`src/rtl/pipeline_hazard_ctrl_if.sv`:
```
// Hazard/sequencing bundle between the datapath and pipeline_hazard_ctrl.
// The master side is the datapath, which drives the hazard and debug requests.
// The slave side is the controller, which returns the stall/flush/debug status.
interface pipeline_hazard_ctrl_if #(
  parameter int REG_ADDR_WIDTH = 5
);
  logic [REG_ADDR_WIDTH-1:0] rs1_addr_d_i;
  logic [REG_ADDR_WIDTH-1:0] rs2_addr_d_i;
  logic [REG_ADDR_WIDTH-1:0] rd_addr_e_i;
  logic [1:0]                result_src_e_i;
  logic                      pc_src_e_i;
  logic                      halt_req_i;
  logic                      resume_req_i;
  logic                      step_req_i;
  logic                      stall_f_o;
  logic                      stall_d_o;
  logic                      flush_d_o;
  logic                      flush_e_o;
  logic                      halted_o;
  logic                      step_done_o;

  modport master (
    output rs1_addr_d_i, rs2_addr_d_i, rd_addr_e_i, result_src_e_i, pc_src_e_i,
    output halt_req_i, resume_req_i, step_req_i,
    input  stall_f_o, stall_d_o, flush_d_o, flush_e_o, halted_o, step_done_o
  );

  modport slave (
    input  rs1_addr_d_i, rs2_addr_d_i, rd_addr_e_i, result_src_e_i, pc_src_e_i,
    input  halt_req_i, resume_req_i, step_req_i,
    output stall_f_o, stall_d_o, flush_d_o, flush_e_o, halted_o, step_done_o
  );
endinterface

```
`src/rtl/pipeline_hazard_ctrl.sv`:
```
// Stall/flush sequencing for the five-stage RV32 pipeline.
// It applies a post-reset front-end flush, load-use stalls and branch/jump
// redirects.
// Optional debug halt/single-step is built when PIPELINE_HAZARD_CTRL_DEBUG_EN
// is defined. Without that macro, only INIT and RUN exist and the debug
// outputs read 0.
module pipeline_hazard_ctrl #(
  parameter int REG_ADDR_WIDTH     = 5,
  parameter int RESET_FLUSH_CYCLES = 2
) (
  input logic                   clk,
  input logic                   rst,
  pipeline_hazard_ctrl_if.slave bus
);

`ifdef PIPELINE_HAZARD_CTRL_DEBUG_EN
  typedef enum logic [1:0] {INIT = 2'd0, RUN = 2'd1, HALTED = 2'd2, STEP = 2'd3} state_t;
`else
  typedef enum logic {INIT = 1'b0, RUN = 1'b1} state_t;
`endif

  state_t     state_reg;
  state_t     state_next;
  logic [3:0] flush_cnt_reg;
  logic       lw_stall;
  logic       stall_f;
  logic       stall_d;
  logic       flush_d;
  logic       flush_e;

  // Load in Execute writing a register Decode wants; a redirect squashes Decode anyway.
  assign lw_stall = (bus.result_src_e_i == 2'b01)
                  && (bus.rd_addr_e_i != '0)
                  && ((bus.rd_addr_e_i == bus.rs1_addr_d_i) || (bus.rd_addr_e_i == bus.rs2_addr_d_i))
                  && !bus.pc_src_e_i;

`ifdef PIPELINE_HAZARD_CTRL_DEBUG_EN
  logic halt_pending_reg;
  logic step_done_reg;
`else
  logic unused_debug_inputs;
  assign unused_debug_inputs = &{1'b0, bus.halt_req_i, bus.resume_req_i, bus.step_req_i};
`endif

  // State register; reset always returns to the flush sequence.
  always_ff @(posedge clk or posedge rst) begin
    if (rst) begin
      state_reg <= INIT;
    end else begin
      state_reg <= state_next;
    end
  end

  // Flush counter; loaded at reset and counted down only while INIT.
  always_ff @(posedge clk or posedge rst) begin
    if (rst) begin
      flush_cnt_reg <= 4'(RESET_FLUSH_CYCLES);
    end else if (state_reg == INIT && flush_cnt_reg != 4'd0) begin
      flush_cnt_reg <= flush_cnt_reg - 4'd1;
    end
  end

  // Next-state and stall/flush decode; outputs are combinational on hazard inputs.
  always_comb begin
    state_next = state_reg;
    stall_f    = 1'b0;
    stall_d    = 1'b0;
    flush_d    = 1'b0;
    flush_e    = 1'b0;
    case (state_reg)
      INIT: begin
        stall_f = 1'b1;
        flush_d = 1'b1;
        flush_e = 1'b1;
        if (flush_cnt_reg == 4'd1) begin
          state_next = RUN;
        end
      end
      RUN: begin
        stall_f = lw_stall;
        stall_d = lw_stall;
        flush_d = bus.pc_src_e_i;
        flush_e = lw_stall | bus.pc_src_e_i;
`ifdef PIPELINE_HAZARD_CTRL_DEBUG_EN
        // Halt only on a clean cycle so no stall or redirect is lost.
        if ((halt_pending_reg || bus.halt_req_i) && !lw_stall && !bus.pc_src_e_i) begin
          state_next = HALTED;
        end
`endif
      end
`ifdef PIPELINE_HAZARD_CTRL_DEBUG_EN
      HALTED: begin
        stall_f = 1'b1;
        stall_d = 1'b1;
        flush_e = 1'b1;
        if (bus.resume_req_i) begin
          state_next = RUN;
        end else if (bus.step_req_i) begin
          state_next = STEP;
        end
      end
      STEP: begin
        stall_f = lw_stall;
        stall_d = lw_stall;
        flush_d = bus.pc_src_e_i;
        flush_e = lw_stall | bus.pc_src_e_i;
        if (!lw_stall) begin
          state_next = HALTED;
        end
      end
`endif
      default: state_next = INIT;
    endcase
  end

`ifdef PIPELINE_HAZARD_CTRL_DEBUG_EN
  // Remember a halt request seen in RUN until a clean cycle lets it take effect.
  always_ff @(posedge clk or posedge rst) begin
    if (rst) begin
      halt_pending_reg <= 1'b0;
    end else if (state_reg == RUN && state_next == HALTED) begin
      halt_pending_reg <= 1'b0;
    end else if (state_reg == RUN && bus.halt_req_i) begin
      halt_pending_reg <= 1'b1;
    end
  end

  // Flag the first HALTED cycle after a completed step.
  always_ff @(posedge clk or posedge rst) begin
    if (rst) begin
      step_done_reg <= 1'b0;
    end else begin
      step_done_reg <= (state_reg == STEP) && (state_next == HALTED);
    end
  end

  assign bus.halted_o    = (state_reg == HALTED);
  assign bus.step_done_o = step_done_reg;
`else
  assign bus.halted_o    = 1'b0;
  assign bus.step_done_o = 1'b0;
`endif

  assign bus.stall_f_o = stall_f;
  assign bus.stall_d_o = stall_d;
  assign bus.flush_d_o = flush_d;
  assign bus.flush_e_o = flush_e;

endmodule

```
`src/flat_wrapper.sv`:
```
// flat-port wrapper written by rule: the top's interface ports become plain ports
module pipeline_hazard_ctrl_flat 
#(
  parameter int REG_ADDR_WIDTH     = 5,
  parameter int RESET_FLUSH_CYCLES = 2
)
  (clk, rst, bus_rs1_addr_d_i, bus_rs2_addr_d_i, bus_rd_addr_e_i, bus_result_src_e_i, bus_pc_src_e_i, bus_halt_req_i, bus_resume_req_i, bus_step_req_i, bus_stall_f_o, bus_stall_d_o, bus_flush_d_o, bus_flush_e_o, bus_halted_o, bus_step_done_o);
  pipeline_hazard_ctrl_if #(.REG_ADDR_WIDTH(REG_ADDR_WIDTH)) bus_i ();
  input logic clk;
  input logic rst;
  input wire logic [$bits(bus_i.rs1_addr_d_i)-1:0] bus_rs1_addr_d_i;
  input wire logic [$bits(bus_i.rs2_addr_d_i)-1:0] bus_rs2_addr_d_i;
  input wire logic [$bits(bus_i.rd_addr_e_i)-1:0] bus_rd_addr_e_i;
  input wire logic [$bits(bus_i.result_src_e_i)-1:0] bus_result_src_e_i;
  input wire logic [$bits(bus_i.pc_src_e_i)-1:0] bus_pc_src_e_i;
  input wire logic [$bits(bus_i.halt_req_i)-1:0] bus_halt_req_i;
  input wire logic [$bits(bus_i.resume_req_i)-1:0] bus_resume_req_i;
  input wire logic [$bits(bus_i.step_req_i)-1:0] bus_step_req_i;
  output wire logic [$bits(bus_i.stall_f_o)-1:0] bus_stall_f_o;
  output wire logic [$bits(bus_i.stall_d_o)-1:0] bus_stall_d_o;
  output wire logic [$bits(bus_i.flush_d_o)-1:0] bus_flush_d_o;
  output wire logic [$bits(bus_i.flush_e_o)-1:0] bus_flush_e_o;
  output wire logic [$bits(bus_i.halted_o)-1:0] bus_halted_o;
  output wire logic [$bits(bus_i.step_done_o)-1:0] bus_step_done_o;
  assign bus_i.rs1_addr_d_i = bus_rs1_addr_d_i;
  assign bus_i.rs2_addr_d_i = bus_rs2_addr_d_i;
  assign bus_i.rd_addr_e_i = bus_rd_addr_e_i;
  assign bus_i.result_src_e_i = bus_result_src_e_i;
  assign bus_i.pc_src_e_i = bus_pc_src_e_i;
  assign bus_i.halt_req_i = bus_halt_req_i;
  assign bus_i.resume_req_i = bus_resume_req_i;
  assign bus_i.step_req_i = bus_step_req_i;
  assign bus_stall_f_o = bus_i.stall_f_o;
  assign bus_stall_d_o = bus_i.stall_d_o;
  assign bus_flush_d_o = bus_i.flush_d_o;
  assign bus_flush_e_o = bus_i.flush_e_o;
  assign bus_halted_o = bus_i.halted_o;
  assign bus_step_done_o = bus_i.step_done_o;
  pipeline_hazard_ctrl #(.REG_ADDR_WIDTH(REG_ADDR_WIDTH), .RESET_FLUSH_CYCLES(RESET_FLUSH_CYCLES)) u_core (.clk(clk), .rst(rst), .bus(bus_i));
endmodule
```
`config.mk`:
```
export PLATFORM = sky130hd
export DESIGN_NAME = pipeline_hazard_ctrl_flat
export DESIGN_NICKNAME = d
export VERILOG_FILES = /design/src/rtl/pipeline_hazard_ctrl_if.sv /design/src/rtl/pipeline_hazard_ctrl.sv /design/src/flat_wrapper.sv
export SDC_FILE = /design/constraint.sdc
export NUM_CORES = 1
export LEC_CHECK = 0
export CAP_MARGIN = 40
export CORE_AREA = 10 10 47 49
export DETAILED_ROUTE_END_ITERATION = 7
export DIE_AREA = 0 0 57 59
export GPL_ROUTABILITY_DRIVEN = 1
export PLACE_DENSITY = 0.74
export SETUP_SLACK_MARGIN = 0.3
export SYNTH_ARGS = -nofsm -noshare
export SYNTH_HDL_FRONTEND = slang
export SYNTH_SLANG_ARGS = --single-unit
```
`constraint.sdc`:
```
create_clock -name clk -period 2.4 [get_ports clk]
set_input_delay 0.24 -clock clk [delete_from_list [all_inputs] [get_ports clk]]
set_output_delay 0.24 -clock clk [all_outputs]
set_load 0.1 [all_outputs]
```
==> results.md <==
* Final ANT Viol Nets at 0
* Dpl ws at 270 ps
* Mean Syn Cell Area at 9.10 sq um
* Synth Register Bits at 5
* Vias in the first global route at 422
* Die area at 0.00336 sq mm
* Yosys warns at 0
* Port Buf Inserts at 23
* RSZ-0062 raised after global routing: yes
* Top Ports at 29
* Final clock skew at 4.02 ps
* Final WL at 1.15 mm
* Number of flip-flops in the largest register at 4
* Total GRT Usage at 6.80%
* Lkg Pwr at 0.369 nW
* Worst VDD drop at 197 uV
* Cells after synthesis at 47
* Number of inserted diodes at 0
* CP Max Fanout at 3
* CTS root buffer: clkbuf_4
* Hold Path Class: in2async
* Final Worst Setup Slack at 374 ps
* Gr ovfl total at 0
* Crit path to: bus_stall_f_o
* Initial antenna violation count at 0
* Largest net degree at the start of global routing at 8
* Layout area overhead at 84.5%
* Final core occ at 56.3%
* CTS sink cnt at 5
* Remaining DRCs at 0
* Crit path from: bus_rd_addr_e_i[1]
* Peak Freq at 0.494 GHz
* Mapped Area at 428 sq um
* Die extent in x at 57 um
* Worst-path clk slew at 40 ps
* FF/Latch Area at 126 sq um
* CTS Buf Count at 3
* Most frequent cells in the layout: 17 x clkdlybuf4s50_1, 10 x xor2_1, 4 x inv_1, 4 x buf_12, 4 x dfrtp_1
* Multi-input combinational cell area at 327 sq um
* Detailed Routing Iterations Pass 1 at 3
* Setup TNS at 0 ps
* Via density at 4.53
* Leading cell type in the layout, fill and taps excluded: clkdlybuf4s50_1
* Outcome: completed
* Worst path required time at 2160 ps
* Post-DP HPWL at 1.04 mm
* Design area at 790 sq um
* Max Root-Sink Buffers at 2
* Fin crit period at 2030 ps
* Power Density at 329 mW/mm^2
* Reg-to-reg critical path endpoint: u_core.flush_cnt_reg[1]
* Reg-to-Reg Start: u_core.flush_cnt_reg[1]
* Crit path DAT at 1790 ps
* Reg2Reg Setup Slack at 1040 ps
* Die height at 59 um
* Fin. Hold Viols at 0
* Netlist cell types at 24
* Period Utilization, post-route at 84.4%
* Rows at 14
* Register area share after synthesis at 29.5%
* Worst R2R Path Depth at 4
* Core area at 0.00140 sq mm
* Initial DRC count at 5
* Worst setup EP type: output port
* Max cap viols at 0
* Global-route wire length before repair at 1.89 mm
* Initial Util at 30.5%
* Final setup viols at 0
* Fin nets at 99
* WS Path Type: in2out
* Placer Congestion at 0.721
* Placed Area at 736 sq um
* H-tree depth at 1
* Max-slew violation count at 0
* Share of cells above drive strength 1 at 23.3%
* Skew-Pair Late Insertion Delay at 240 ps
* Vias after detailed routing at 403
* TritonCTS clock tree: yes
* Filler Cells Inserted at 132
* Fin Hold WS at 194 ps
* Startpoint Class: input pin
* Average routed wire per standard cell at 13.0 um
==> cells in the mapped netlist (all sizes together) <==
master | n | area [sq um]
nor2 | 3 | 11.3
or4 | 2 | 18.8
ha | 2 | 25.0
nand3b | 1 | 7.51
a22oi | 1 | 7.51
conb | 1 | 3.75
a21oi | 1 | 5.00
nor3 | 4 | 25.0
dfrtp | 4 | 100
xor2 | 10 | 87.6
o31ai | 1 | 7.51
buf | 2 | 15.0
nor2b | 1 | 6.26
xnor2 | 1 | 8.76
nand2b | 1 | 6.26
inv | 4 | 15.0
o21ai | 3 | 18.8
dfstp | 1 | 26.3
mux2i | 1 | 10.0
o21bai | 1 | 7.51
a21o | 2 | 15.0
==> repair_timing <==
item | in CTS | in global routing
resized for setup | 2 | 4
setup endpoints to repair | 2 | 3
endpoints found under the hold margin | 0 | 0
setup buffers | 0 | 0
hold buffers | 0 | 0
pin swaps | 0 | 1
==> critical path, cell delays in order <==
cell	delay (ps)
clkdlybuf4s50_1	500
xor2_1	220
nor3_2	200
a22oi_2	130
o31ai_4	280
buf_12	210
==> layer usage <==
metal / track usage [%] / vias to the layer above / wire length, um
met1: 6.80 / 189 / 452
met4: 3.02 / 0 / 0
met3: 0.858 / 0 / 17
met2: 13.5 / 6 / 685
li1: - / 208 / -
met5: 0 / - / 0
==> worst min-delay path by stage <==
stage               from                      end  slack, ps  cells past startpoint
finish               rst  u_core.flush_cnt_reg[3]        190                      2
global route         rst  u_core.flush_cnt_reg[0]        210                      2
CTS                  rst  u_core.flush_cnt_reg[2]        200                      2
detailed placement   rst  u_core.flush_cnt_reg[2]        450                      2
global placement     rst  u_core.flush_cnt_reg[3]        450                      2
floorplan            rst  u_core.flush_cnt_reg[0]         20                      1
==> power by group <==
group	internal, mW	total (mW)	switching (mW)
clock network	0.0628	0.0963	0.0335
registers	0.0847	0.0847	0
logic	0.0388	0.0785	0.0397
==> layout make-up <==
class	count	area share [%]
multi-input cells	37	41.4
repair buffers	23	34.9
flip-flops and latches	5	16.0
clock buffers	4	3.33
well taps	16	2.54
inverters	4	1.90
==> stage by stage <==
step	power [mW]	cells
5_1_grt	0.272	89
2_1_floorplan	0.123	48
3_3_place_gp	0.158	85
3_5_place_dp	0.160	85
6_report	0.259	89
4_1_cts	0.259	89
==> kinds of logic (layout without fill, tap and decap cells) <==
group	count (synthesis)	after routing	synth area share (%)
simple gates	12	12	17.5
buf+inv	6	31	7.02
xor+xnor	11	11	22.5
other cells	1	2	0.876
fa+ha+maj	2	2	5.85
mux	1	1	2.34
flops	5	5	29.5
compound gates	9	9	14.3
Power figures use the tool's default switching activity.
